`config.mk`:
```
export PLATFORM = sky130hd
export DESIGN_NAME = cpu_program_loader
export DESIGN_NICKNAME = d
export VERILOG_FILES = /design/src/rtl/cpu_program_loader.sv
export SDC_FILE = /design/constraint.sdc
export NUM_CORES = 1
export LEC_CHECK = 0
export ABC_AREA = 1
export BUFFER_PORTS_ARGS = -buffer_cell sky130_fd_sc_hd__clkbuf_2
export CORE_MARGIN = 3
export CORE_UTILIZATION = 50
export DETAILED_ROUTE_END_ITERATION = 7
export GPL_ROUTABILITY_DRIVEN = 0
export HOLD_SLACK_MARGIN = 0.03
export PLACE_DENSITY = 0.75
export SYNTH_ARGS = -nofsm -noshare
export SYNTH_HDL_FRONTEND = slang
export SYNTH_SLANG_ARGS = --single-unit
export TNS_END_PERCENT = 10
```
`constraint.sdc`:
```
create_clock -name clock -period 6.4 [get_ports clock]
set_input_delay 0.32 -clock clock [delete_from_list [all_inputs] [get_ports clock]]
set_output_delay 0.32 -clock clock [all_outputs]
set_load 0.05 [all_outputs]
```
`src/rtl/cpu_program_loader.sv`:
```
// cpu_program_loader: writer side of the CPU instruction-fetch interface.
// Program words arrive on a valid/ready stream and are stored in a flop-based
// program memory. The CPU reads that memory through a combinational fetch port.
// The CPU is held in reset from power-up and while a load is in progress. It is
// released once the last word of the program has been taken.
//
// Optional feature macro: LOADER_CHECKSUM_EN
//   When defined, the in_last word is a checksum of the preceding words. It is not
//   stored. A mismatch parks the loader in ERROR with err=1.
//
// Ports
//   clock, reset          rising-edge clock; asynchronous active-high reset
//   start                 single-cycle pulse that begins a (re)load
//   in_valid/in_ready     stream handshake for in_word/in_last
//   in_word, in_last      program word and end-of-program marker
//   fetch_addr/fetch_word CPU pc and the instruction stored at that address
//   cpu_reset             high while the CPU must stay in reset
//   busy                  load in progress
//   loaded_count          words stored by the current/last load (saturates at DEPTH)
//   overflow              sticky: words were dropped because memory was full
//   err                   checksum mismatch (tied low without the checksum feature)
module cpu_program_loader #(
    parameter int unsigned DATA_W  = 4,
    parameter int unsigned INSTR_W = 10
) (
    input  logic               clock,
    input  logic               reset,
    input  logic               start,
    input  logic               in_valid,
    output logic               in_ready,
    input  logic [INSTR_W-1:0] in_word,
    input  logic               in_last,
    input  logic [DATA_W-1:0]  fetch_addr,
    output logic [INSTR_W-1:0] fetch_word,
    output logic               cpu_reset,
    output logic               busy,
    output logic [DATA_W:0]    loaded_count,
    output logic               overflow,
    output logic               err
);

    localparam int unsigned DEPTH = 2 ** DATA_W;
    localparam int unsigned CNT_W = DATA_W + 1;

`ifdef LOADER_CHECKSUM_EN
    typedef enum logic [1:0] {S_IDLE = 2'd0, S_LOAD = 2'd1, S_RUN = 2'd2, S_ERROR = 2'd3} state_t;
`else
    typedef enum logic [1:0] {S_IDLE = 2'd0, S_LOAD = 2'd1, S_RUN = 2'd2} state_t;
`endif

    state_t               state_q, state_d;
    logic [INSTR_W-1:0]   mem_q [DEPTH];
    logic [DATA_W-1:0]    wptr_q, wptr_d;
    logic [CNT_W-1:0]     count_q, count_d;
    logic                 overflow_q, overflow_d;
    logic                 store_req_c;
    logic                 wr_en_c;
`ifdef LOADER_CHECKSUM_EN
    logic [INSTR_W-1:0]   sum_q, sum_d;
    logic                 err_q, err_d;
`endif

    // Next-state, pointer/count and flag updates
    always_comb begin
        state_d     = state_q;
        wptr_d      = wptr_q;
        count_d     = count_q;
        overflow_d  = overflow_q;
        store_req_c = 1'b0;
        wr_en_c     = 1'b0;
`ifdef LOADER_CHECKSUM_EN
        sum_d       = sum_q;
        err_d       = err_q;
`endif

        case (state_q)
            S_LOAD: begin
                if (in_valid) begin
`ifdef LOADER_CHECKSUM_EN
                    // The last word is the checksum: compared, never stored
                    if (in_last) begin
                        if (sum_q == in_word) begin
                            state_d = S_RUN;
                        end else begin
                            state_d = S_ERROR;
                            err_d   = 1'b1;
                        end
                    end else begin
                        sum_d       = sum_q + in_word;
                        store_req_c = 1'b1;
                    end
`else
                    store_req_c = 1'b1;
                    if (in_last) begin
                        state_d = S_RUN;
                    end
`endif
                end
            end
            default: begin
                if (start) begin
                    state_d    = S_LOAD;
                    wptr_d     = '0;
                    count_d    = '0;
                    overflow_d = 1'b0;
`ifdef LOADER_CHECKSUM_EN
                    sum_d      = '0;
                    err_d      = 1'b0;
`endif
                end
            end
        endcase

        // Full is judged by the count; wptr parks on the top slot instead of wrapping
        if (store_req_c) begin
            if (count_q == CNT_W'(DEPTH)) begin
                overflow_d = 1'b1;
            end else begin
                wr_en_c = 1'b1;
                count_d = count_q + CNT_W'(1);
                if (wptr_q != DATA_W'(DEPTH - 1)) begin
                    wptr_d = wptr_q + DATA_W'(1);
                end
            end
        end
    end

    // State, control and memory flops
    always_ff @(posedge clock or posedge reset) begin
        if (reset) begin
            state_q    <= S_IDLE;
            wptr_q     <= '0;
            count_q    <= '0;
            overflow_q <= 1'b0;
            for (int unsigned i = 0; i < DEPTH; i++) begin
                mem_q[i] <= '0;
            end
`ifdef LOADER_CHECKSUM_EN
            sum_q      <= '0;
            err_q      <= 1'b0;
`endif
        end else begin
            state_q    <= state_d;
            wptr_q     <= wptr_d;
            count_q    <= count_d;
            overflow_q <= overflow_d;
            if (wr_en_c) begin
                mem_q[wptr_q] <= in_word;
            end
`ifdef LOADER_CHECKSUM_EN
            sum_q      <= sum_d;
            err_q      <= err_d;
`endif
        end
    end

    // Status decoded from the state flop only
    assign cpu_reset    = (state_q != S_RUN);
    assign in_ready     = (state_q == S_LOAD);
    assign busy         = (state_q == S_LOAD);
    assign loaded_count = count_q;
    assign overflow     = overflow_q;
`ifdef LOADER_CHECKSUM_EN
    assign err          = err_q;
`else
    assign err          = 1'b0;
`endif

    // Read returns the pre-edge word on a same-cycle write to the same address
    assign fetch_word = mem_q[fetch_addr];

endmodule
```
[After elaboration in Yosys (flattened, before gate mapping)]
Cells that the tools add are included.
Word-level totals
  output and inout port bits: 20
  logic and storage cells: 63
  flip-flop bits (word level): 172
  input bits: 19
Operators by class
  reductions and logical operators: 3
  magnitude comparators: 3
  bitwise gates (word level): 2
  eq/ne operators: 6
  multiplexer cells: 27
  add/sub/neg operators: 2
Operator list (number)
  bitwise mux 160 bit: 1
  binary-select mux 10 bit (select 4 bit): 1
  demux 10 bit (select 4 bit): 1
  2-to-1 mux 10 bit: 3
  2-to-1 mux 4 bit: 5
  2-to-1 mux 5 bit: 4
  >= comparator 5 bit (second input constant): 2
  inverter 4 -> 5 bit: 2
  2-to-1 mux 1 bit: 8
  2-to-1 mux 2 bit: 4
  != test 2 bit (second input constant): 3
  adder 5 x 1 -> 5 bit (second input constant): 1
  equality test 5 bit (second input constant): 1
  less-than comparator 5 x 1 -> 1 bit (second input constant): 1
  adder 4 x 1 -> 4 bit (second input constant): 1
  != test 4 bit (second input constant): 1
  AND reduction 3 bit: 1
  equality test 2 x 1 -> 1 bit (second input constant): 1
  nonzero test 2 bit: 1
  logical AND 1 bit: 1

[Depth between registers and ports, before layout]
  depth in word-level cells: 6
  mapped depth: 9

[Worst setup path after synthesis]
OpenSTA, ideal clock, no wires.
  path kind: register -> output
  start: register state_q[0]
  end: output port in_ready
  cell stages (with the launch flop): 4
  buffers on the path: 1
  required time: 6080 ps
  arrival: 1447 ps
  path slack: 4633 ps
  cells stage by stage: dfrtp_1 inv_1 nor2_1 buf_4
On the way
  word-level cells in the longest chain between the ends: 1
Ends and longest elaborated chain
  start, declared: line 51  | state_t state_q, state_d;
  start signal, assigned: line 143  | state_q <= state_d;
  equality test 2 x 1 -> 1 bit
  end, declared: line 30  | output logic in_ready,
Every way passes these cells.

[Worst setup path after layout]
  start: input port fetch_addr[1]
  end: output port fetch_word[9]
On the way
  word-level cells in the longest chain between the ends: 4
Ends and longest elaborated chain
  start, declared: line 33  | input logic [DATA_W-1:0] fetch_addr,
  inverter 4 -> 5 bit (implied by the code): line 170  | assign fetch_word = mem_q[fetch_addr];
  binary-select mux 10 bit (select 4 bit): line 170
  2-to-1 mux 10 bit (implied by the code) (2 in a row): line 170
  end, declared: line 34  | output logic [INSTR_W-1:0] fetch_word,
Every way passes these cells. The select of a mux whose other input is x is not followed.

==> results.json <==
{
  "outcome": "complete, no violations",
  "end_kind": "output port",
  "ant_nets": 0,
  "timing.final.ws_setup_ns": 3.20,
  "dp_slack_ns": 3.25,
  "yosysWarnings": 0,
  "drive_above_1_share": 0.0925,
  "io_pins": 39,
  "cts.clk_slew.worst_paths_ns": 0.06,
  "net-switching-power_mw": 1.42,
  "place_inst": 1373,
  "drv_slew": 0,
  "ir_worst_vdd_mv": 0.258,
  "hold_path.class": "in2async",
  "cts_max_level": 4,
  "io_buffer_count": 37,
  "fin_crit_ns": 3.20,
  "synth-edff-count": 0,
  "vias": 7435,
  "clkSinkCount": 172,
  "synth_area_leaders": "dfrtp_1, nand2_1, nand3_1",
  "die_y_um": 140,
  "powerDensity_nw_per_um2": 408,
  "drc": 0,
  "syn-num-nets": 1211,
  "relSlewSlack": 0.295,
  "antenna_found_initial": 0,
  "rsz0062_at_grt": "false",
  "fin_skew_ns": 0.00711,
  "dp_hpwl_mm": 13.6,
  "ys.flop_type": "dfrtp_1",
  "first_iter_violations": 755,
  "fin_crit_sh": 0.500,
  "worst_ep_required_time_ns": 6.08,
  "final_util": 0.552,
  "layout.cells.non_filler": 1403,
  "syn_avg_cell_area_um2": 7.58,
  "die_area_um2": 19600,
  "clkLatencyLatePin_ns": 0.44,
  "fin_total_pwr_mw": 3.91,
  "arrival_ns": 2.88,
  "rows": 48,
  "seq_power_share": 0.436,
  "power_leakage_nw": 4.91,
  "root_buffer": "clkbuf_16",
  "grt_max_degree": 105,
  "ctsHoldBuffers": 0,
  "synth_seq_cells": 172,
  "pwr-share-comb": 0.293,
  "overflow": 0,
  "stdcell_area_um2": 9610,
  "yosysSeqAreaShare": 0.479,
  "synth.cell_area_um2": 8980,
  "hold_ws_ns": 0.0370,
  "path_class": "in2out",
  "yosys.area.top_type_share": 0.479,
  "via_per_inst": 5.30,
  "critical_path.max_fanout": 41,
  "start_util": 0.516,
  "tritoncts": "done",
  "postSynthCellCount": 1185,
  "startpoint_type": "input port",
  "max-cap-violations": 0,
  "totalWireLength_mm": 21.8,
  "n_antenna_cell": 0,
  "syn_to_final_growth_pct": 6.92,
  "cts_resized": 0,
  "power_frac_clock": 0.271,
  "track_usage": 0.233,
  "fmax_ghz": 0.312,
  "coreArea_um2": 17400,
  "netlist.top_cell.by_area": "dfrtp_1",
  "cts_buffers": 17,
  "setup_viol": 0,
  "die_w_um": 140,
  "ys_async_sr_fraction": 1.00,
  "cell_internal_pwr_mw": 2.50,
  "cts_setup_buffers": 0,
  "nets": 1193,
  "grt_pass1_vias": 7192,
  "place_area_um2": 9000,
  "hold_viol_final": 0,
  "wl_per_cell_um": 15.6,
  "netSwitchingFraction": 0.362,
  "drt-pass1-iter-count": 5,
  "num-fill-cells": 1658,
  "synth.distinct_cells": 29,
  "final.setup.tns_ns": 0,
  "cts.path.max_buffers": 2,
  "worst_slew_pin_slew_ns": 1.06,
  "grt_pass1_wl_mm": 36.7
}
-- Yosys cell counts (2+ instances only) --
cell type and number:
nand2_1 425, dfrtp_1 172, nand3_1 162, inv_1 151, o21ai_1 68, o21ai_0 53
clkbuf_1 32, nor2_1 21, buf_2 18, buf_6 16, o21ai_2 16, nand3_4 9
buf_4 7, ha_1 7, buf_1 4, nand2_2 4, nor2_2 4, a21oi_1 3
clkinv_1 2, inv_2 2
-- sequential cells by signal, summed over array words and instances (netlist names) --
signal,cells
mem_q,160
loaded_count,5
wptr_q,4
state_q,2
overflow,1
-- path summary, 6_finish.rpt --
path / cells past startpoint / slack (ns) / startpoint / to
setup / recovery: 8 / 3.20 / fetch_addr[1] / fetch_word[9]
hold / removal: 2 / 0.04 / reset / state_q[1]$_DFFE_PP0P_
setup reg to reg: 5 / 4.12 / loaded_count[0]$_DFF_PP0_ / mem_q[146]$_DFFE_PP0P_
hold reg to reg: 2 / 0.47 / mem_q[20]$_DFFE_PP0P_ / mem_q[20]$_DFFE_PP0P_
max in group asynchronous: 3 / 4.96 / reset / mem_q[93]$_DFFE_PP0P_
min in group clock: 2 / 0.09 / start / state_q[1]$_DFFE_PP0P_
-- layout by cell type (no fill, tap or decap), types with 3 or more instances in the layout --
cell type / n
nand3_4: 9
clkbuf_8: 7
nor2_2: 4
clkbuf_2: 37
nand2_1: 425
nor2_1: 21
ha_1: 7
o21ai_2: 16
a21oi_1: 3
o21ai_1: 68
nand2_2: 4
nand3_1: 162
o21ai_0: 53
inv_1: 150
dfrtp_1: 172
clkbuf_16: 17
buf_4: 5
-- metal layers --
| metal | wire, um | GRT usage | vias to the layer above |
|---|---|---|---|
| li1 | - | - | 3638 |
| met2 | 10500 | 0.384 | 243 |
| met5 | 0 | 0 | - |
| met1 | 9300 | 0.302 | 3507 |
| met3 | 1380 | 0.0471 | 47 |
| met4 | 603 | 0.0938 | 0 |
-- worst max-delay path, cell delays in order --
cell and delay (ns):
clkbuf_2 0.57, inv_1 0.76, buf_4 0.43, nand3_1 0.13
nand3_1 0.09, nand3_1 0.12, nand2_1 0.14, clkbuf_2 0.29
-- cell type report --
type | count | area, um^2 | share of cell area
Clock buffer | 25 | 526 | 0.0547
Clock inverter | 5 | 80.1 | 0.00834
Inverter | 155 | 587 | 0.0611
Multi-Input combinational cell | 779 | 3600 | 0.375
Sequential cell | 172 | 4300 | 0.448
Tap cell | 225 | 282 | 0.0293
Timing Repair Buffer | 42 | 223 | 0.0232
-- power by group through the flow --
stage	registers (mW)	logic, mW	clock network (mW)
global placement	1.70	1.11	0
finish	1.71	1.15	1.06
detailed placement	1.71	1.15	0
CTS	1.70	1.16	1.07
floorplan	1.68	0.939	0
global route	1.75	1.33	1.12
-- kinds of logic (layout without fill, tap and decap cells) --
group | Yosys count | count (layout) | share of synthesized area
AND/OR/NAND/NOR | 628 | 628 | 0.304
buffers and inverters | 234 | 227 | 0.120
flip-flops | 172 | 172 | 0.479
AO/OA/AOI/OAI | 142 | 142 | 0.0862
adder cells (fa/ha/maj) | 7 | 7 | 0.00975
other | 1 | 1 | 0.000417
XOR/XNOR | 1 | 1 | 0.000975
Note: power is estimated with default switching activity, not from simulation.
